===== src/rtl/sand_pkg.sv =====
// Shared types for the falling-sand update sequencer.
package sand_pkg;

  typedef enum logic [2:0] {
    IDLE  = 3'd0,
    CUR   = 3'd1,
    BELOW = 3'd2,
    D1    = 3'd3,
    D2    = 3'd4,
    WDST  = 3'd5,
    WSRC  = 3'd6,
    DONE  = 3'd7
  } state_t;

  localparam logic CELL_EMPTY = 1'b0;

endpackage


===== src/rtl/grid_scan_counter.sv =====
// Bottom-up raster counter over the source rows; wraps back to the first source cell
// after the last one so the next pass always starts at (0, V_RES-2).
module grid_scan_counter
  import sand_pkg::*;
#(
  parameter int H_RES      = 4,
  parameter int V_RES      = 4,
  parameter int ADDR_WIDTH = 4
) (
  input  logic                  clk_i,
  input  logic                  rst_i,
  input  logic                  advance_i,
  output logic [ADDR_WIDTH-1:0] x_o,
  output logic [ADDR_WIDTH-1:0] addr_o,
  output logic                  last_o
);

  localparam logic [ADDR_WIDTH-1:0] X_LAST = ADDR_WIDTH'(H_RES - 1);
  localparam logic [ADDR_WIDTH-1:0] Y_TOP  = ADDR_WIDTH'(V_RES - 2);
  localparam logic [ADDR_WIDTH-1:0] H_W    = ADDR_WIDTH'(H_RES);
  localparam logic [ADDR_WIDTH-1:0] ONE    = ADDR_WIDTH'(1);

  logic [ADDR_WIDTH-1:0] r_x;
  logic [ADDR_WIDTH-1:0] r_y;
  logic                  w_last;

  assign w_last = (r_x == X_LAST) && (r_y == '0);

  always_ff @(posedge clk_i or posedge rst_i) begin
    if (rst_i) begin
      r_x <= '0;
      r_y <= Y_TOP;
    end else if (advance_i) begin
      if (w_last) begin
        r_x <= '0;
        r_y <= Y_TOP;
      end else if (r_x == X_LAST) begin
        r_x <= '0;
        r_y <= r_y - ONE;
      end else begin
        r_x <= r_x + ONE;
      end
    end
  end

  assign x_o    = r_x;
  assign addr_o = r_y * H_W + r_x;
  assign last_o = w_last;

endmodule


===== src/rtl/sand_update_controller.sv =====
// One falling-sand pass over the framebuffer: probe below, then both diagonals,
// and move each grain with a write-destination / clear-source pair.
module sand_update_controller
  import sand_pkg::*;
#(
  parameter int H_RES      = 4,
  parameter int V_RES      = 4,
  parameter int ADDR_WIDTH = 4,
  parameter int DATA_WIDTH = 1
) (
  input  logic                  clk_i,
  input  logic                  rst_i,
  input  logic                  start_i,
  output logic                  busy_o,
  output logic                  done_o,
  output logic [ADDR_WIDTH-1:0] read_address_o,
  input  logic [DATA_WIDTH-1:0] read_data_i,
  output logic                  write_en_o,
  output logic [ADDR_WIDTH-1:0] write_address_o,
  output logic [DATA_WIDTH-1:0] write_data_o
);

  localparam logic [ADDR_WIDTH-1:0] X_LAST = ADDR_WIDTH'(H_RES - 1);
  localparam logic [ADDR_WIDTH-1:0] H_W    = ADDR_WIDTH'(H_RES);
  localparam logic [ADDR_WIDTH-1:0] ONE    = ADDR_WIDTH'(1);

  state_t                r_state;
  state_t                w_next_state;
  logic [DATA_WIDTH-1:0] r_cell;
  logic [ADDR_WIDTH-1:0] r_dst;
  logic                  r_dir;

  logic [ADDR_WIDTH-1:0] w_x;
  logic [ADDR_WIDTH-1:0] w_src;
  logic                  w_last;
  logic                  w_advance;
  logic                  w_load_cell;
  logic                  w_capture_dst;
  logic [ADDR_WIDTH-1:0] w_below;
  logic [ADDR_WIDTH-1:0] w_pref_addr;
  logic [ADDR_WIDTH-1:0] w_oth_addr;
  logic                  w_pref_ok;
  logic                  w_oth_ok;
  logic                  w_rd_empty;

  grid_scan_counter #(
    .H_RES      (H_RES),
    .V_RES      (V_RES),
    .ADDR_WIDTH (ADDR_WIDTH)
  ) u_scan (
    .clk_i     (clk_i),
    .rst_i     (rst_i),
    .advance_i (w_advance),
    .x_o       (w_x),
    .addr_o    (w_src),
    .last_o    (w_last)
  );

  // Off-grid diagonals count as full; with H_RES=1 both sides are off-grid.
  assign w_below     = w_src + H_W;
  assign w_pref_ok   = r_dir ? (w_x != X_LAST) : (w_x != '0);
  assign w_oth_ok    = r_dir ? (w_x != '0) : (w_x != X_LAST);
  assign w_pref_addr = r_dir ? (w_below + ONE) : (w_below - ONE);
  assign w_oth_addr  = r_dir ? (w_below - ONE) : (w_below + ONE);
  assign w_rd_empty  = (read_data_i == {DATA_WIDTH{CELL_EMPTY}});

  always_comb begin
    w_next_state    = r_state;
    w_advance       = 1'b0;
    w_load_cell     = 1'b0;
    w_capture_dst   = 1'b0;
    busy_o          = 1'b1;
    done_o          = 1'b0;
    read_address_o  = '0;
    write_en_o      = 1'b0;
    write_address_o = '0;
    write_data_o    = '0;
    case (r_state)
      IDLE: begin
        busy_o       = 1'b0;
        w_next_state = start_i ? CUR : IDLE;
      end
      CUR: begin
        read_address_o = w_src;
        w_advance      = w_rd_empty;
        w_load_cell    = ~w_rd_empty;
        w_next_state   = BELOW;
      end
      BELOW: begin
        read_address_o = w_below;
        w_capture_dst  = w_rd_empty;
        w_next_state   = w_rd_empty ? WDST : D1;
      end
      D1: begin
        // A skipped preferred side collapses D1 and D2 into this cycle.
        if (w_pref_ok) begin
          read_address_o = w_pref_addr;
          w_capture_dst  = w_rd_empty;
          w_next_state   = w_rd_empty ? WDST : D2;
        end else if (w_oth_ok) begin
          read_address_o = w_oth_addr;
          w_capture_dst  = w_rd_empty;
          w_advance      = ~w_rd_empty;
          w_next_state   = WDST;
        end else begin
          w_advance = 1'b1;
        end
      end
      D2: begin
        if (w_oth_ok) begin
          read_address_o = w_oth_addr;
          w_capture_dst  = w_rd_empty;
          w_advance      = ~w_rd_empty;
          w_next_state   = WDST;
        end else begin
          w_advance = 1'b1;
        end
      end
      WDST: begin
        write_en_o      = 1'b1;
        write_address_o = r_dst;
        write_data_o    = r_cell;
        w_next_state    = WSRC;
      end
      WSRC: begin
        write_en_o      = 1'b1;
        write_address_o = w_src;
        w_advance       = 1'b1;
      end
      DONE: begin
        busy_o       = 1'b0;
        done_o       = 1'b1;
        w_next_state = IDLE;
      end
      default: begin
        busy_o       = 1'b0;
        w_next_state = IDLE;
      end
    endcase
    if (w_advance) begin
      w_next_state = w_last ? DONE : CUR;
    end else begin
      w_next_state = w_next_state;
    end
  end

  always_ff @(posedge clk_i or posedge rst_i) begin
    if (rst_i) begin
      r_state <= IDLE;
      r_cell  <= '0;
      r_dst   <= '0;
      r_dir   <= 1'b0;
    end else begin
      r_state <= w_next_state;
      if (w_load_cell) begin
        r_cell <= read_data_i;
      end
      if (w_capture_dst) begin
        r_dst <= read_address_o;
      end
      if (r_state == DONE) begin
        r_dir <= ~r_dir;
      end
    end
  end

endmodule


===== config.mk =====
export PLATFORM = sky130hd
export DESIGN_NAME = sand_update_controller
export DESIGN_NICKNAME = d
export VERILOG_FILES = /design/src/rtl/sand_pkg.sv /design/src/rtl/grid_scan_counter.sv /design/src/rtl/sand_update_controller.sv
export SDC_FILE = /design/constraint.sdc
export NUM_CORES = 1
export LEC_CHECK = 0
export CAP_MARGIN = 25
export CORE_MARGIN = 4
export CORE_UTILIZATION = 41
export CTS_CLUSTER_DIAMETER = 30
export DETAILED_ROUTE_END_ITERATION = 6
export PLACE_DENSITY_LB_ADDON = 0.2
export SLEW_MARGIN = 30
export SYNTH_ARGS = -nofsm -noshare
export SYNTH_HDL_FRONTEND = slang
export SYNTH_SLANG_ARGS = --single-unit
export TNS_END_PERCENT = 30

===== constraint.sdc =====
create_clock -name clk_i -period 4.9 [get_ports clk_i]
set_clock_uncertainty 0.05 [all_clocks]
set_input_delay 0.98 -clock clk_i [delete_from_list [all_inputs] [get_ports clk_i]]
set_output_delay 0.98 -clock clk_i [all_outputs]
set_load 0.005 [all_outputs]

# After elaboration in Yosys (flattened, before gate mapping)

Index checks and enable logic that the tools add are counted.

Bits in registers: 17
Input port bits: 4
Output and inout bits: 12
Logic and storage cells: 63

$add $sub $neg: 6
Equal/unequal tests: 9
Mux-type cells: 31
Bitwise gates (word level): 2
Reductions and logical operators: 9

Operator list:

| operator                                             | count |
|---|---|
| two-way mux 4 bit                                    | 8 |
| case mux 3 bit (7 select lines)                      | 1 |
| case mux 4 bit (4 select lines)                      | 1 |
| two-way mux 3 bit                                    | 5 |
| two-way mux 1 bit                                    | 13 |
| equality test 3 bit (second input constant)          | 4 |
| adder 4 x 1 -> 4 bit (second input constant)         | 2 |
| case mux 4 bit (2 select lines)                      | 1 |
| nonzero test 8 bit                                   | 1 |
| subtractor 4 x 1 -> 4 bit (second input constant)    | 2 |
| equality test 3 x 2 -> 1 bit (second input constant) | 2 |
| adder 4 x 3 -> 4 bit (second input constant)         | 1 |
| adder 4 bit                                          | 1 |
| equality test 4 x 2 -> 1 bit (second input constant) | 1 |
| zero test 4 bit                                      | 1 |
| != test 4 x 2 -> 1 bit (second input constant)       | 1 |
| case mux 1 bit (4 select lines)                      | 1 |
| nonzero test 4 bit                                   | 1 |
| OR reduction 2 bit                                   | 2 |
| equality test 3 x 1 -> 1 bit (second input constant) | 1 |
| zero test 3 bit                                      | 1 |
| case mux 1 bit (3 select lines)                      | 1 |
| NOT 1 bit                                            | 2 |
| AND reduction 2 bit                                  | 1 |
| 2 further kinds                                      | 2 |

# Logic depth before layout (Yosys ltp)

Gate-level depths: netlist (run 1).

Depth after elaboration: 7
Depth in mapped cells: 9
Mapped depth without buffers: 7

# By module

From an unflattened synthesis (run 1), not the netlist that was laid out.

Cell total of the unflattened synthesis: 166
Area total of the unflattened synthesis: 1431.4 um^2

By module, submodules not included:

| module                 | instances | cells an instance | area an instance (um^2) | seq. area each (um^2) |
|---|---|---|---|---|
| sand_update_controller | 1         | 122               | 965.9                   | 225.2 |
| grid_scan_counter      | 1         | 44                | 465.4                   | 201.4 |

# Worst setup path before layout (run 1)

No wires, ideal clock.

Path kind: reg-to-output
From: register u_scan.r_x[0] (netlist: u_scan.x_o[0])
To: output port read_address_o[2]
Arrival time: 1.784 ns
Required time: 3.870 ns
Setup slack: 2.086 ns
Cell stages (with the launch flop): 8
Buffers on the path: 1
Cell sequence: dfrtp_1 -> clkbuf_1 -> inv_1 -> ha_1 -> or3b_1 -> a21oi_1 -> or3_1 -> a31o_1

Cells in the longest elaborated chain, start to end: 7
Elaborated cells between the ends (all ways): 13
Classes of those cells: add/sub (4); eq/ne (1); mux (7); reduce/logical (1)

RTL lines:

| element                                                           | line                                                         | source |
|---|---|---|
| start, declared                                                   | grid_scan_counter.sv:23                                      | `logic [ADDR_WIDTH-1:0] r_x;` |
| start signal, assigned                                            | grid_scan_counter.sv:41                                      | `r_x <= r_x + ONE;` |
| adder 4 bit                                                       | grid_scan_counter.sv:47                                      | `assign addr_o = r_y * H_W + r_x;` |
| adder 4 x 3 -> 4 bit                                              | sand_update_controller.sv:60                                 | `assign w_below = w_src + H_W;` |
| adder 4 x 1 -> 4 bit or subtractor 4 x 1 -> 4 bit (tied branches) | sand_update_controller.sv:63, sand_update_controller.sv:64   |  |
| two-way mux 4 bit                                                 | sand_update_controller.sv:64                                 | `assign w_oth_addr = r_dir ? (w_below - ONE) : (w_below + ONE);` |
| two-way mux 4 bit                                                 | sand_update_controller.sv:100, sand_update_controller.sv:110 |  |
| two-way mux 4 bit                                                 | sand_update_controller.sv:96                                 | `if (w_pref_ok) begin` |
| case mux 4 bit (4 select lines) (*)                               | sand_update_controller.sv:78                                 | `case (r_state)` |
| end, declared                                                     | sand_update_controller.sv:16                                 | `output logic [ADDR_WIDTH-1:0] read_address_o,` |

Every way passes the cells marked *; elsewhere a longest branch is shown, timed or not.

# Final worst setup path (run 1)

From: register u_scan.r_x[0] (netlist: u_scan.x_o[0])
To: output port read_address_o[1]

The elaborated chain is that of the path after synthesis.

==> summary.txt, run 1 <==
Run status
  • Run status: finished clean

Route
  • Vias per cell: 5.75
  • Total Routed Length: 3.51 mm
  • DR pass1 iterations: 4
  • Drt initial violations: 85
  • WL/cell: 16.1 microns
  • DRT antenna net count: 0
  • DRC Markers: 0
  • Via count: 1254

STA
  • Unrepaired setup endpoints after global routing: no
  • Period utilisation layout: 77.1%
  • Setup TNS: 0 ns
  • Worst-Margin Slew: 0.959 ns
  • Max-slew headroom: 36.1%
  • Number of setup violations in the final report: 0
  • Hold Vio Cnt, Final: 0
  • Final-report max-slew violation count: 0
  • Fin crit period: 3.78 ns
  • Max Clk Rate: 265 MHz

Logic synthesis
  • Post-synthesis sequential area ratio: 30.1%
  • Mapped cell area: 0.00142 sq mm
  • Top FF cell, synth: dfrtp_1
  • Number of flops mapped to enable cells by yosys: 0
  • Warnings, synthesis: 0
  • Synth top area cells: dfrtp_1 28%, ha_1 4.4%, a21oi_1 3.9%, nor2_1 3.4%, xnor2_1 3.1%
  • Unique masters post-synth: 52
  • Seq cells post-synth: 17
  • Synth top area share: 28.2%
  • Yosys top cell by area: dfrtp_1
  • Cell count after synthesis: 164
  • Asr flop ratio synth: 100%
  • Synthesized Nets: 173
  • Syn Area/Cell: 8.64 sq um

Worst setup path
  • Critical Path Source Type: flip-flop
  • Worst path required time: 3.87 ns
  • CP Cell Sequence: inv_1, ha_1, or3b_1, a211oi_1, a31oi_1, o21ai_1, clkdlybuf4s50_1
  • Worst Path Max Fanout: 11
  • Slowest stage delay, CP: 0.54 ns
  • Critical path capture point type: primary output
  • Critical path arrival: 2.75 ns
  • Worst path slowest cell: clkdlybuf4s50_1
  • Setup CP Type: flip-flop to primary output

Power and ir drop
  • PwrDens: 710 mW/mm^2
  • Static Leak: 0.620 nW
  • Power Total: 0.00113 W
  • Worst ir drop on vdd: 0.345 mV

Cells and area
  • Non-Filler Instances: 218
  • Diodes inserted: 0
  • Final nets: 182
  • Final Util: 47.8%
  • Share of layout cells above drive strength 1: 8.72%
  • Post-synthesis to final-layout area growth: 12.4%

Place
  • Placed insts: 214
  • DP HPWL: 2.56 mm
  • Port buffer count: 15
  • Placer Congestion: 0.877

Clock tree
  • CTS Buffer Depth: 2
  • Sink Count: 17
  • Total CTS buffers: 3
  • Hold Buf Count CTS: 0
  • Clk_lat worst skew: 0.31 ns
  • H-tree depth: 1
  • Setup Buffers After CTS: 0
  • Cell chosen for the clock root: clkbuf_4
  • CTS tree: built
  • Post-cts resize count: 0
  • Clk pin slew, worst setup/hold paths: 0.11 ns

Die
  • I/O pin cnt: 16
  • Initial Util: 42.5%
  • Std cell rows: 21
  • Die area: 0.00446 sq mm
  • Die Width: 66.8 microns
  • Core area: 0.00334 sq mm
  • DIE HEIGHT: 66.8 microns

GRT
  • M2 GR Usage: 27.2%
  • GR peak layer: met2
  • Met1 Track Usage GR: 24.7%
  • First-pass GRT wire length: 5.92 mm
  • Initial antenna violation count: 0
  • Met3 usage: 3.20%
  • Gr usage total: 17.9%
  • Pin count of the biggest net entering global routing: 18
  • Global route total overflow: 0
  • Vias in the first global route: 1215

Run
  • Max Cap Viol: 0

Worst hold path
  • Worst min path class: flip-flop to flip-flop
==> final cells by class <==
class | count | area (sq um)
multi-input cells | 124 | 887
fillers | 344 | 1740
clock buffers | 3 | 22.5
inverters | 12 | 45.0
flip-flops and latches | 17 | 427
well taps | 46 | 57.6
clock inverters | 1 | 5.00
repair buffers | 15 | 150
==> sequential cells by signal, indices dropped and copies added, names as in the netlist <==
name and flops:
r_cell 1, u_scan.x_o 4, r_dir 1, r_dst 4, u_scan.r_y 4, r_state 3
==> per-stage QoR <==
| step | setup WS (ns) | cell area [sq um] | hold slack [ns] |
|---|---|---|---|
| after floorplan | 2.09 | 1420 | 0.378 |
| after global placement | 1.57 | 1570 | 0.402 |
| after detailed placement | 1.51 | 1570 | 0.411 |
| after CTS | 1.13 | 1590 | 0.441 |
| after global routing | 0.943 | 1590 | 0.468 |
| final | 1.12 | 1590 | 0.436 |
==> path summary, 6_finish.rpt <==
kind,startpoint,end,slack (ns),cells after the start
max in group asynchronous,rst_i,r_cell,3.35,2
min,r_cell,r_cell,0.44,1
max reg2reg,u_scan.x_o[0],u_scan.r_y[0],2.03,7
min in group asynchronous,rst_i,u_scan.x_o[1],1.01,2
max,u_scan.x_o[0],read_address_o[1],1.12,7
min reg2reg,r_cell,r_cell,0.44,1
==> power by group <==
part           total (W)  switching [W]  leakage (nW)  internal [W]
registers       0.000322       0.000119         0.207      0.000203
clock network  0.0000845      0.0000539        0.0177     0.0000306
logic           0.000725       0.000370         0.395      0.000355
total            0.00113       0.000543         0.620      0.000588
==> Yosys cell counts, types with 2 or more instances <==
library cell and n:
mux2i_1 4, clkbuf_1 4, mux2_2 2, or3_1 2, buf_2 5, xnor2_1 5, nor2b_1 5, nor3b_1 3
inv_1 10, a211oi_1 2, nor2_1 13, nand3b_1 2, a21o_1 2, o31ai_1 4, inv_2 2, nand2_1 9
mux2_1 3, a21oi_1 11, nor3_1 4, a22oi_1 2, ha_1 5, o21ai_1 8, o211ai_1 5, o21ai_0 7
o2bb2ai_1 3, dfrtp_1 16
==> layout by cell type (no fill, tap or decap), types with 4 or more instances in the layout <==
cell type / n
dfrtp_1: 16
clkdlybuf4s50_1: 15
nor2_1: 13
a21oi_1: 11
inv_1: 10
nand2_1: 9
o21ai_1: 8
o21ai_0: 7
nor2b_1: 5
xnor2_1: 5
o211ai_1: 5
ha_1: 5
mux2i_1: 4
o31ai_1: 4
nor3_1: 4
==> layer usage <==
layer / vias to the layer above / wire (microns)
li1: 608 / -
met1: 603 / 1690
met2: 36 / 1600
met3: 7 / 152
met4: 0 / 67
met5: - / 0
==> cells by family (layout without fill, tap and decap cells) <==
kind of cell               count (synthesis)  after routing  share of synthesized area [%]
and+or+nand+nor                           49             49                           19.1
adders and majority gates                  5              5                           4.41
AOI/OAI and AO/OA                         54             54                           26.9
DFF                                       17             17                           30.1
muxes                                      9              9                           6.80
xor gates and xnor gates                   7              7                           5.38
buffers and inverters                     23             31                           7.33
==> critical path, delay by kind of cell (launching register included) <==
family / cells / cell delay, ns
and+or+nand+nor: 1 / 0.47
adders and majority gates: 1 / 0.25
buffers and inverters: 2 / 0.66
DFF: 1 / 0.51
AOI/OAI and AO/OA: 3 / 0.55
Note: power is estimated with default switching activity, not from simulation.
==> run 2: changes to the inputs <==
==> constraint.sdc (replaced) <==
create_clock -name clk_i -period 3.73 [get_ports clk_i]
set_clock_uncertainty 0.05 [all_clocks]
set_input_delay 0.746 -clock clk_i [delete_from_list [all_inputs] [get_ports clk_i]]
set_output_delay 0.746 -clock clk_i [all_outputs]
set_load 0.005 [all_outputs]
==> run 2 against run 1 <==
Net effect:
- sequential share of layout area fell by 0.13 points
- final cell count rose by 0.46%
- clock power rose by 30%
- critical path type unchanged
- sequential power rose by 31%
- highest routed layer unchanged
- register-to-register slack got worse by 0.88 ns
- via count rose by 2.0%
==> summary.txt, run 2 (synthesis gave the netlist of run 1 again) <==
Place
  • Placed insts: 215 (+0.47%)
  • Placer Congestion: 0.845 (-3.7%)
  • DP HPWL: 2.66 mm (+3.8%)
  • Port buffer count: 15 (unchanged)

Die
  • Initial Util: 42.5% (unchanged)
  • I/O pin cnt: 16 (unchanged)
  • Die area: 0.00446 sq mm (unchanged)
  • DIE HEIGHT: 66.8 microns (unchanged)
  • Die Width: 66.8 microns (unchanged)
  • Core area: 0.00334 sq mm (unchanged)
  • Std cell rows: 21 (unchanged)

Cells and area
  • Commonest non-fill, non-tap cell in the layout: dfrtp_1
  • Most frequent cells in the layout: 16 x dfrtp_1, 15 x clkdlybuf4s50_1, 13 x nor2_1
  • Non-Filler Instances: 219 (+0.46%)
  • Final nets: 183 (+0.55%)
  • Fill cell count: 330 (-4.1%)
  • Post-synthesis to final-layout area growth: 13.0%
  • Diodes inserted: 0 (unchanged)
  • Share of layout cells above drive strength 1: 9.25% (+0.53 points)

Worst setup path
  • RR Startpoint: u_scan.x_o[0]
  • Reg2reg setup slack: 1.15 ns (-0.88 ns)
  • R2r worst-path depth: 6 (-1)
  • CP Cell Sequence: inv_1, ha_1, or3b_1, a211oi_1, a31oi_1, o21ai_1, clkdlybuf4s50_1
  • FF-to-FF End: u_scan.r_y[0]
  • Worst path slowest cell: clkdlybuf4s50_1
  • Slowest stage delay, CP: 0.54 ns (about the same)
  • Critical path arrival: 2.73 ns (-0.02 ns)
  • Critical path capture point type: primary output
  • Worst path required time: 2.93 ns (-0.94 ns)
  • Critical Path Source Type: flip-flop
  • Worst Path Max Fanout: 11 (unchanged)
  • CP bufs+invs: 2 (unchanged)
  • Setup CP Type: flip-flop to primary output
  • Crit-path leading delay family: buffers and inverters

GRT
  • First-pass GRT wire length: 6.27 mm (+5.8%)
  • Met3 usage: 3.37% (+0.17 points)
  • GR peak layer: met2
  • Gr usage total: 18.4% (+0.47 points)
  • Pin count of the biggest net entering global routing: 18 (unchanged)
  • Global route total overflow: 0 (unchanged)
  • Initial antenna violation count: 0 (unchanged)
  • M2 GR Usage: 29.6% (+2.4 points)
  • Vias in the first global route: 1280 (+5.3%)
  • Met1 Track Usage GR: 25.2% (+0.42 points)

Clock tree
  • Sink Count: 17 (unchanged)
  • Post-cts resize count: 0 (unchanged)
  • Clk_lat worst skew: 0.30 ns (about the same)
  • Hold Buf Count CTS: 0 (unchanged)
  • Cell chosen for the clock root: clkbuf_4
  • CTS tree: built
  • Clk pin slew, worst setup/hold paths: 0.12 ns (about the same)
  • H-tree depth: 1 (unchanged)
  • Setup Buffers After CTS: 0 (unchanged)
  • Total CTS buffers: 3 (unchanged)
  • CTS Buffer Depth: 2 (unchanged)

Route
  • DRT antenna net count: 0 (unchanged)
  • Via count: 1279 (+2.0%)
  • Vias per cell: 5.84 (+1.5%)
  • DRC Markers: 0 (unchanged)
  • Total Routed Length: 3.61 mm (+2.9%)
  • WL/cell: 16.5 microns (+2.4%)
  • DR pass1 iterations: 4 (unchanged)
  • Drt initial violations: 106 (+25%)

STA
  • Final-report max-slew violation count: 0 (unchanged)
  • Period utilisation layout: 94.6%
  • Max-slew headroom: 52.7% (+17 points)
  • Max Clk Rate: 283 MHz
  • Setup TNS: 0 ns (unchanged)
  • Worst-Margin Slew: 0.709 ns (-0.250 ns)
  • Unrepaired setup endpoints after global routing: no
  • Hold Vio Cnt, Final: 0 (unchanged)
  • Fin crit period: 3.53 ns
  • Number of setup violations in the final report: 0 (unchanged)

Power and ir drop
  • Worst ir drop on vdd: 0.602 mV (+75%)
  • Static Leak: 0.624 nW (+0.71%)
  • PwrDens: 940 mW/mm^2 (+32%)

Worst hold path
  • Worst min path class: flip-flop to flip-flop
  • Hold worst-path end: r_cell
  • Hold Path Stages: 1 (unchanged)
  • Hold path start: r_cell

Run status
  • Run status: finished clean

Run
  • Max Cap Viol: 0 (unchanged)
==> run 2: changes by cell type in the layout (fill, tap and decap cells not counted) <==
cell   delta
buf_4     +1
==> run 2: routing by layer <==
metal / routed length, microns / vias to the layer above
li1: - / 609
met1: 1630 / 620
met2: 1730 / 44
met3: 210 / 6
met4: 40 / 0
met5: 0 / -
==> run 2: layout make-up <==
type,instances,area [sq um],share of cell area [%]
multi-input combinational,124,887,55.4
sequential,17,427,26.6
timing repair buffer,16,158,9.84
tap,46,57.6,3.59
inverter,12,45.0,2.81
clock buffer,3,22.5,1.41
clock inverter,1,5.00,0.312
==> run 2: worst reg2reg max path: cells and delay by family, from the launching register on <==
| family | cells | cell delay [ns] |
|---|---|---|
| adders and majority gates | 1 | 0.38 |
| and+or+nand+nor | 2 | 0.55 |
| AOI/OAI and AO/OA | 2 | 0.60 |
| muxes | 1 | 0.36 |
| DFF | 1 | 0.54 |
==> run 2: metrics by stage <==
stage                     util [%]  power, W  setup slack, ns  hold WS [ns]  area [sq um]
after floorplan                  -   0.00110             1.15         0.378          1420
after CTS                     48.0   0.00150            0.212         0.433          1600
after global placement        47.2   0.00137            0.632         0.401          1570
final                         48.0   0.00150            0.202         0.427          1600
after global routing          48.0   0.00164           0.0239         0.471          1600
after detailed placement      47.2   0.00139            0.571         0.400          1570
==> run 2: how the worst max path moves through the flow <==
stage          slack (ns)           from                 to  cells past startpoint
2_1_floorplan        1.15  u_scan.x_o[0]  read_address_o[2]                      7
3_3_place_gp         0.63  u_scan.x_o[0]  read_address_o[2]                      7
3_5_place_dp         0.57  u_scan.x_o[0]  read_address_o[1]                      7
4_1_cts              0.21  u_scan.x_o[0]  read_address_o[1]                      7
5_1_grt              0.02  u_scan.x_o[0]  read_address_o[1]                      7
6_report             0.20  u_scan.x_o[0]  read_address_o[1]                      7
==> run 2: power by group <==
group | total, W | leakage [nW] | internal, W | switching, W
combinational | 0.000971 | 0.400 | 0.000473 | 0.000498
clock | 0.000110 | 0.0177 | 0.0000400 | 0.0000701
sequential | 0.000423 | 0.207 | 0.000267 | 0.000157
total | 0.00150 | 0.624 | 0.000780 | 0.000725
